[config.mk]
export PLATFORM = sky130hd
export DESIGN_NAME = sobel_window
export DESIGN_NICKNAME = d
export VERILOG_FILES = /design/src/rtl/sobel_window.sv
export SDC_FILE = /design/constraint.sdc
export NUM_CORES = 1
export LEC_CHECK = 0
export ABC_AREA = 1
export BUFFER_PORTS_ARGS = -buffer_cell sky130_fd_sc_hd__clkbuf_2
export CORE_MARGIN = 4
export CORE_UTILIZATION = 45
export DETAILED_ROUTE_END_ITERATION = 8
export PLACE_DENSITY = 0.62
export RECOVER_POWER = 50
export SETUP_SLACK_MARGIN = 0.5
export SLEW_MARGIN = 10
export SYNTH_ARGS = -nofsm -noshare
export SYNTH_HDL_FRONTEND = slang
export SYNTH_SLANG_ARGS = --single-unit
[constraint.sdc]
create_clock -name clk -period 6.15 [get_ports clk]
set_input_delay 0.615 -clock clk [delete_from_list [all_inputs] [get_ports clk]]
set_output_delay 0.615 -clock clk [all_outputs]
set_load 0.02 [all_outputs]
[src/rtl/sobel_window.sv]
// sobel_window: streaming 3x3 neighbourhood generator.
// Two line buffers hold the previous two image lines; a registered 3x3
// window slides one column per accepted pixel and carries framing flags
// so the downstream gradient kernel can consume one window per pixel.
module sobel_window #(
  parameter int IMG_WIDTH = 32,
  parameter int DATA_W    = 8,
  parameter int CNT_W     = 10
) (
  input  logic                  clk,
  input  logic                  rst,
  input  logic [DATA_W-1:0]     data_in,
  input  logic                  data_valid,
  input  logic                  h_sync,
  input  logic                  v_sync,
  output logic [9*DATA_W-1:0]   win_data,
  output logic                  win_valid,
  output logic                  win_hsync,
  output logic                  win_vsync
);

  localparam int ADDR_W = (IMG_WIDTH > 1) ? $clog2(IMG_WIDTH) : 1;

  localparam logic [CNT_W-1:0] LAST_COL = CNT_W'(IMG_WIDTH - 1);
  localparam logic [CNT_W-1:0] ROW_MAX  = {CNT_W{1'b1}};
  localparam logic [CNT_W-1:0] CNT_ONE  = CNT_W'(1);
  localparam logic [CNT_W-1:0] CNT_TWO  = CNT_W'(2);

  // Frame lock and position counters
  logic             locked_q, locked_d;
  logic [CNT_W-1:0] colCnt_q, colCnt_d;
  logic [CNT_W-1:0] rowCnt_q, rowCnt_d;
  logic             accept;

  // Line buffers: lbTop holds the line two above, lbMid the line directly above
  logic [DATA_W-1:0] lbTop [IMG_WIDTH];
  logic [DATA_W-1:0] lbMid [IMG_WIDTH];
  logic [ADDR_W-1:0] lbAddr;
  logic [DATA_W-1:0] topPix;
  logic [DATA_W-1:0] midPix;

  // Window registers, indexed [row][col]; row 0 is the oldest line, col 0 the oldest column
  logic [DATA_W-1:0] win_q [3][3];
  logic [DATA_W-1:0] win_d [3][3];

  // Framing flags
  logic inWindow;
  logic winValid_q, winValid_d;
  logic winHsync_q, winHsync_d;
  logic winVsync_q, winVsync_d;

  // A pixel counts only once a frame start has been seen; a v_sync pixel is always taken
  always_comb begin
    accept = data_valid && (locked_q || v_sync);
  end

  // Compute the column/row of the incoming pixel, handling explicit and implicit line ends
  always_comb begin
    locked_d = locked_q;
    colCnt_d = colCnt_q;
    rowCnt_d = rowCnt_q;
    if (accept) begin
      locked_d = 1'b1;
      if (v_sync) begin
        colCnt_d = '0;
        rowCnt_d = '0;
      end else if (h_sync || (colCnt_q == LAST_COL)) begin
        colCnt_d = '0;
        rowCnt_d = (rowCnt_q == ROW_MAX) ? rowCnt_q : rowCnt_q + CNT_ONE;
      end else begin
        colCnt_d = colCnt_q + CNT_ONE;
      end
    end
  end

  // Line buffers are addressed by the column of the pixel being accepted
  always_comb begin
    lbAddr = colCnt_d[ADDR_W-1:0];
    topPix = lbTop[lbAddr];
    midPix = lbMid[lbAddr];
  end

  // Shift the column history down one line; reads above see the pre-write contents
  always_ff @(posedge clk) begin
    if (accept) begin
      lbTop[lbAddr] <= midPix;
      lbMid[lbAddr] <= data_in;
    end
  end

  // Slide the window left by one column and append the new vertical column on the right
  always_comb begin
    win_d = win_q;
    if (accept) begin
      for (int r = 0; r < 3; r++) begin
        win_d[r][0] = win_q[r][1];
        win_d[r][1] = win_q[r][2];
      end
      win_d[0][2] = topPix;
      win_d[1][2] = midPix;
      win_d[2][2] = data_in;
    end
  end

  // A window is complete once two full lines and two columns sit behind the new pixel
  always_comb begin
    inWindow   = accept && (rowCnt_d >= CNT_TWO) && (colCnt_d >= CNT_TWO);
    winValid_d = inWindow;
    winHsync_d = inWindow && (colCnt_d == CNT_TWO);
    winVsync_d = winHsync_d && (rowCnt_d == CNT_TWO);
  end

  // Register lock, counters, window and flags; reset clears everything except the line buffers
  always_ff @(posedge clk or negedge rst) begin
    if (!rst) begin
      locked_q   <= 1'b0;
      colCnt_q   <= '0;
      rowCnt_q   <= '0;
      winValid_q <= 1'b0;
      winHsync_q <= 1'b0;
      winVsync_q <= 1'b0;
      for (int r = 0; r < 3; r++) begin
        for (int c = 0; c < 3; c++) begin
          win_q[r][c] <= '0;
        end
      end
    end else begin
      locked_q   <= locked_d;
      colCnt_q   <= colCnt_d;
      rowCnt_q   <= rowCnt_d;
      winValid_q <= winValid_d;
      winHsync_q <= winHsync_d;
      winVsync_q <= winVsync_d;
      win_q      <= win_d;
    end
  end

  // Flatten the window so pixel 3*r+c lands at bits [(3*r+c)*DATA_W +: DATA_W]
  for (genvar gr = 0; gr < 3; gr++) begin : g_row
    for (genvar gc = 0; gc < 3; gc++) begin : g_col
      assign win_data[(3*gr+gc)*DATA_W +: DATA_W] = win_q[gr][gc];
    end
  end

  assign win_valid = winValid_q;
  assign win_hsync = winHsync_q;
  assign win_vsync = winVsync_q;

endmodule

==> results of run 1 <==
## registers in the layout, indices dropped and copies added, names as in the netlist
signal and flops:
win_valid 1, win_hsync 1, lbTop 256, win_vsync 1
win_data 72, rowCnt_q 10, lbMid 256, locked_q 1
colCnt_q 10
## through the flow
step,cell area (um2),std cells,util (%),hold WS (ns)
final,28500,3364,51.4,0.410
after global routing,28500,3364,51.4,0.418
after CTS,28700,3364,51.7,0.367
after detailed placement,26700,3259,48.1,0.466
after global placement,26700,3259,48.1,0.461
after floorplan,25400,2487,-,0.319
## power by group
part	internal, W	switching (W)
combinational	0.000218	0.000759
sequential	0.00466	0.0000703
clock	0.00214	0.00157
## how the worst min path moves through the flow
| stage | start | to | cells past startpoint |
|---|---|---|---|
| final | v_sync | rowCnt_q[8]$_DFF_PN0_ | 4 |
| after global routing | v_sync | rowCnt_q[8]$_DFF_PN0_ | 4 |
| after CTS | v_sync | rowCnt_q[8]$_DFF_PN0_ | 4 |
| after detailed placement | win_data[54]$_DFFE_PN0P_ | win_data[54]$_DFFE_PN0P_ | 2 |
| after global placement | win_data[24]$_DFFE_PN0P_ | win_data[24]$_DFFE_PN0P_ | 2 |
| after floorplan | rst | colCnt_q[0]$_DFF_PN0_ | 0 |
## cells by family (layout without fill, tap and decap cells)
group           Yosys count  after routing  synth area share, %
compound gates           31             31                0.753
simple gates           1656           1656                 25.8
fa+ha+maj                 2              2               0.0984
buf+inv                 181            310                 3.11
flops                   608            608                 69.9
xor+xnor                  9              9                0.339
## synthesized netlist by cell type (3+ instances only)
| cell type | count |
|---|---|
| o211ai_1 | 3 |
| dfrtp_1 | 96 |
| nand3_1 | 124 |
| nor3_1 | 9 |
| inv_2 | 5 |
| buf_4 | 7 |
| clkbuf_1 | 24 |
| nand4_1 | 21 |
| buf_2 | 54 |
| xor2_1 | 8 |
| nand2_1 | 1391 |
| edfxtp_1 | 512 |
| o21ai_0 | 19 |
| nor2_4 | 6 |
| inv_1 | 62 |
| nor2_1 | 88 |
| nor2_2 | 3 |
| nand3_2 | 3 |
| buf_1 | 25 |
| nand2_2 | 3 |
| a21oi_1 | 5 |
## worst reg2reg max path: stages (launching register included)
cell and delay, ns:
dfrtp_1 0.43, o21ai_4 0.10, inv_1 0.67, o21ai_0 0.43
buf_12 0.33, nor2_1 1.23, nand2_1 0.13, nand3_1 0.13
nand2_1 0.09, nand2_1 0.09, nor2_1 0.05, nand2_1 0.90
## cell type report
class	instances	share of cell area (%)
repair buffers	137	2.50
clock inverters	27	1.10
flip-flops and latches	608	62.3
well taps	748	3.28
clock buffers	77	5.89
multi-input cells	1698	24.0
inverters	69	0.925
## layer usage
metal,global-route usage [%],vias to the layer above
met1,32.0,8615
met4,6.57,0
met3,4.79,122
met5,0,-
li1,-,8286
met2,36.4,698
## timing repair
action	4_1_cts	5_1_grt
gates resized for setup	0	0
hold buffers	1	0
hold endpoints to repair	36	0
==> results.json, run 1 <==
{
  "status": "complete, but fails checks",
  "violations": "max-capacitance violations, max-slew violations",
  "gr-usage-all-layers_pct": 22.8,
  "yosysTopAreaCell": "edfxtp_1",
  "highest_layer": "met4",
  "viasPerCell": 5.27,
  "cp_cell_sequence": "o21ai_4 -> inv_1 -> o21ai_0 -> buf_12 -> nor2_1 -> nand2_1 -> nand3_1 -> nand2_1 -> nand2_1 -> nor2_1 -> nand2_1",
  "worstReg2RegEnd": "lbTop[21][0]$_DFFE_PP_",
  "tritoncts": "done",
  "setup_violations": 0,
  "startpoint_type": "flip-flop",
  "setup_tns_ns": 0,
  "wl_per_cell_um": 20.6,
  "antenna_cells": 0,
  "place.gp.congestion": 0.841,
  "synth_warnings": 0,
  "cts_max_path_buffers": 3,
  "antenna_found_initial": 0,
  "synth_top_cell_area_share_pct": 60.5,
  "grt_max_degree": 153,
  "syn_nets": 2502,
  "clock.fmax_mhz": 201,
  "dr.first_iter.drc_count": 1744,
  "critical_path_class": "flip-flop to flip-flop",
  "synth-seq-area-share_pct": 69.9,
  "p_leak_nw": 11.9,
  "ys_types": 36,
  "postSynthCellCount": 2487,
  "drive_gt1_share_pct": 5.89,
  "insertion_delay_ns": 0.64,
  "path_common_cell": "nand2_1",
  "io_buffers": 87,
  "slowest_stage": "nor2_1",
  "path_clk_slew_ns": 0.06,
  "timing.final.max_slew_violations": 366,
  "r2r_cells": 11,
  "synth_area_per_cell_um2": 10.2,
  "syn_area_um2": 25400,
  "crit_path_end_kind": "flip-flop",
  "wl_met2_um": 32300,
  "rsz0062_at_grt": "false",
  "cts_setup_buffers": 0,
  "grt-ovfl-total": 0,
  "rrSetupSlack_ns": 1.18,
  "cpPeakStageDelay_ns": 0.98,
  "synthTopCellsByArea": "edfxtp_1 (60%), nand2_1 (21%), dfrtp_1 (9.4%)",
  "finalCriticalPeriod_ns": 4.97,
  "hold_viol": 0,
  "critPathBufInv": 2,
  "maxSlewHeadroom_pct": -65.0,
  "tightest_slew_ns": 2.47,
  "period_share_pct": 80.9,
  "worstSetupEndpoint": "lbTop[21][0]$_DFFE_PP_",
  "layout_commonest_cell": "nand2_1",
  "ys_ff_latch": 608,
  "drtPass1Iterations": 6,
  "setup.worst_path.start": "locked_q$_DFFE_PN0P_",
  "dp_hpwl_um": 40100,
  "crit_arrival_ns": 5.21,
  "die_h_um": 246,
  "cap_violations": 10,
  "layout_common_cells": "nand2_1 (1,390), edfxtp_1 (512), nand3_1 (125), clkbuf_1 (106), dfrtp_1 (96)",
  "die-area_um2": 60400,
  "final.setup.worst_slack_ns": 1.18,
  "vdd_drop_max_v": 0.000271,
  "path_depth": 11,
  "fin_nets": 2589,
  "crit_required_ns": 6.39,
  "p_total_w": 0.00943,
  "clock_sinks": 608,
  "fillCellCount": 5048,
  "clock_skew_ns": 0.0323,
  "htreeDepth": 2,
  "drt-met1-wl_um": 29300,
  "synthArstFlopShare_pct": 15.8,
  "ant_nets": 0,
  "coreArea_um2": 55500,
  "synth_edf_count": 512,
  "reg2reg_from": "locked_q$_DFFE_PN0P_",
  "grt_pass1_wl_um": 105000,
  "vias": 17700,
  "start_util_pct": 45.8,
  "numCtsBuffers": 60,
  "synth_ff_type": "edfxtp_1",
  "crit_path_max_fanout": 152,
  "ios": 88,
  "area_delta_synth_final_pct": 12.2,
  "drc_errors": 0,
  "cts_root_buffer": "clkbuf_16",
  "wl_met3_um": 5770,
  "pre_cts_ws_ns": 1.59,
  "cpLargestDelayFamily": "simple AND/OR/NAND/NOR gates",
  "fp.dieW_um": 246,
  "holdCritPathClass": "input pin to flip-flop",
  "multiInputGateArea_um2": 6850,
  "p_per_area_nw_per_um2": 330,
  "grt_pass1_vias": 16900,
  "regArea_um2": 17800,
  "routed_wirelength_um": 69200,
  "num_rows": 86
}
(Power assumes the default switching activity.)
==> inputs of run 2 (changes only) <==
ABC_AREA = 0   (was 1)
PLACE_DENSITY = 0.64   (was 0.62)
clock period = 4.4 ns   (was 6.15 ns; I/O delays follow)
==> run 2 against run 1 <==
Compared with the run above: the flow still finishes with violations (max-capacitance violations, max-slew violations); total power is 32% higher; largest power group unchanged; first-iteration DRC count rose by 7.5%; design area shrank 2.1%; synthesized area fell by 3.5%; maximum frequency increased by 27%; via count fell by 9.4%.
==> results.json, run 2 <==
{
  "status": "complete, but fails checks",
  "violations": "max-capacitance violations, max-slew violations",
  "cp_cell_sequence": "ha_1 -> nand4_1 -> buf_4 -> o311a_1 -> nor2_8 -> inv_8 -> buf_4 -> a211oi_1 -> a211oi_1 -> nor4_2 -> nand2_1 -> buf_4",
  "period_share_pct": 88.8,
  "routed_wirelength_um": 66800,
  "synth_most_common_cell": "edfxtp_1",
  "io_buffers": 87,
  "setup_violations": 0,
  "hold_viol": 0,
  "vias": 16100,
  "fp.dieW_um": 241,
  "clock.fmax_mhz": 256,
  "holdCritStartpoint": "data_valid",
  "grt-ovfl-total": 0,
  "antenna_found_initial": 0,
  "path_clk_slew_ns": 0.07,
  "p_total_w": 0.0125,
  "tritoncts": "done",
  "viasPerCell": 6.01,
  "setup_tns_ns": 0,
  "cts_max_path_buffers": 3,
  "post-route-util_pct": 51.8,
  "drive_gt1_share_pct": 10.5,
  "gr-usage-all-layers_pct": 22.5,
  "wl_per_cell_um": 25.0,
  "maxSlewHeadroom_pct": -25.8,
  "layout_common_cells": "edfxtp_1 (512), nand2_1 (370), a211oi_1 (121), clkbuf_1 (110), dfrtp_1 (96)",
  "synthArstFlopShare_pct": 15.8,
  "synth_area_per_cell_um2": 13.5,
  "grt_max_degree": 99,
  "final.setup.worst_slack_ns": 0.493,
  "clock_sinks": 608,
  "setup.worst_path.start": "colCnt_q[0]$_DFF_PN0_",
  "switching_share_pct": 24.2,
  "cap_violations": 7,
  "start_util_pct": 45.5,
  "syn_nets": 1831,
  "switchingPower_w": 0.00303,
  "postSynthCellCount": 1816,
  "seqPwrFrac_pct": 53.1,
  "synth.top_cells.by_count": "edfxtp_1 (512), nand2_1 (371), a211oi_1 (121)",
  "fin_nets": 1948,
  "crit_path_end_kind": "flip-flop",
  "vdd_drop_max_v": 0.000287,
  "drtPass1Iterations": 5,
  "synth_top_cell_area_share_pct": 62.7,
  "p_clk_share_pct": 37.6,
  "finalCriticalPeriod_ns": 3.91,
  "die_h_um": 241,
  "drc_errors": 0,
  "combPwrFrac_pct": 9.2,
  "layout_commonest_cell": "edfxtp_1",
  "ys_ff_latch": 608,
  "pre_cts_ws_ns": 0.492,
  "synth_ff_type": "edfxtp_1",
  "startpoint_type": "flip-flop",
  "place.gp.congestion": 0.858,
  "holdCritPathClass": "input pin to flip-flop",
  "ys_types": 73,
  "crit_arrival_ns": 4.23,
  "yosysTopAreaCell": "edfxtp_1",
  "synth-seq-area-share_pct": 72.5,
  "p_leak_nw": 9.63,
  "rsz0062_at_grt": "false",
  "tightest_slew_ns": 1.89,
  "coreArea_um2": 53900,
  "antenna_cells": 0,
  "slowest_stage": "o311a_1",
  "cts_root_buffer": "clkbuf_16",
  "ant_nets": 0,
  "die-area_um2": 58300,
  "dr.first_iter.drc_count": 1875,
  "num_rows": 85,
  "p_per_area_nw_per_um2": 447,
  "htreeDepth": 2,
  "ios": 88,
  "numCtsBuffers": 57,
  "critical_path_class": "flip-flop to flip-flop",
  "fillCellCount": 4490,
  "clock_skew_ns": 0.0178,
  "insertion_delay_ns": 0.62,
  "crit_path_max_fanout": 44,
  "path_common_cell": "buf_4",
  "synthTopCellsByArea": "edfxtp_1 (63%), dfrtp_1 (9.8%), nand2_1 (5.7%)",
  "synth_warnings": 0,
  "syn_area_um2": 24500,
  "crit_required_ns": 4.72,
  "synth_edf_count": 512,
  "grt_pass1_vias": 15300,
  "grt_pass1_wl_um": 99000,
  "reg2reg_from": "colCnt_q[0]$_DFF_PN0_",
  "timing.final.max_slew_violations": 269,
  "p_int_w": 0.00945,
  "area_delta_synth_final_pct": 13.9,
  "dp_hpwl_um": 40200,
  "cpPeakStageDelay_ns": 0.45
}
[run 2: changes by cell type after synthesis, moves of 30 or more]
cell,previous run,this run
nand2_1,1391,371
a211oi_1,0,121
nand3_1,124,34
and3_1,0,86
a21oi_1,5,86
clkbuf_1,24,94
mux2i_1,0,52
inv_1,62,12
a311oi_1,0,41
buf_2,54,24
[run 2: stage by stage]
stage | cells | cell area [um2] | hold slack, ns
floorplan | 1816 | 24500 | 0.144
global placement | 2567 | 26300 | 0.456
detailed placement | 2567 | 26300 | 0.462
CTS | 2670 | 28100 | 0.383
global route | 2672 | 27900 | 0.442
finish | 2672 | 27900 | 0.442
[run 2: repair_timing]
action | CTS | global route
hold buffers | 1 | 0
setup buffers | 0 | 1
gates resized for setup | 0 | 11
hold endpoints to repair | 67 | 0
endpoints found under the setup margin | 0 | 267
[run 2: power by group through the flow]
stage,registers [W],clock network [W],logic (W)
after floorplan,0.00684,0,0.000559
after global placement,0.00674,0,0.00115
after detailed placement,0.00675,0,0.00117
after CTS,0.00663,0.00478,0.00118
after global routing,0.00664,0.00503,0.00126
final,0.00663,0.00470,0.00115
[run 2: cell type report]
class                   instances  area (um2)  area share, %
repair buffers                190        1210           4.35
multi-input cells            1062        6270           22.4
inverters                      14        62.6          0.224
clock inverters                30         248          0.886
well taps                     696         871           3.12
clock buffers                  72        1500           5.38
flip-flops and latches        608       17800           63.6
[run 2: final timing paths]
path | end | slack [ns] | depth (start not counted)
setup / recovery | lbTop[25][7]$_DFFE_PP_ | 0.49 | 12
hold / removal | rowCnt_q[4]$_DFF_PN0_ | 0.44 | 4
setup reg to reg | lbTop[25][7]$_DFFE_PP_ | 0.49 | 12
hold reg to reg | win_data[48]$_DFFE_PN0P_ | 0.48 | 2
max in group asynchronous | win_data[45]$_DFFE_PN0P_ | 1.06 | 3
min in group asynchronous | win_data[10]$_DFFE_PN0P_ | 0.83 | 2
[run 2: critical path: cells and delay by family, from the launching register on]
kind | cells | cell delay, ns
DFF | 1 | 0.43
and+or+nand+nor | 4 | 0.95
AOI/OAI and AO/OA | 3 | 0.93
adders and majority gates | 1 | 0.34
buffers and inverters | 4 | 0.88
[run 2: logic make-up after synthesis]
logic type | Yosys count | share of synthesized area [%]
compound gates | 354 | 10.3
mux | 54 | 2.21
xor+xnor | 8 | 0.286
simple gates | 644 | 12.1
buf+inv | 146 | 2.52
fa+ha+maj | 2 | 0.102
flops | 608 | 72.5
[run 2: metal layers]
metal  vias to the layer above  track usage [%]  part of all wire [%]  wire [um]
li1                       7147                -                     -          -
met1                      8021             31.8                    41      27600
met2                       768             35.8                    47      31200
met3                       127             4.33                   9.1       6080
met4                         0             6.87                   2.7       1820
met5                         -                0                     0          0
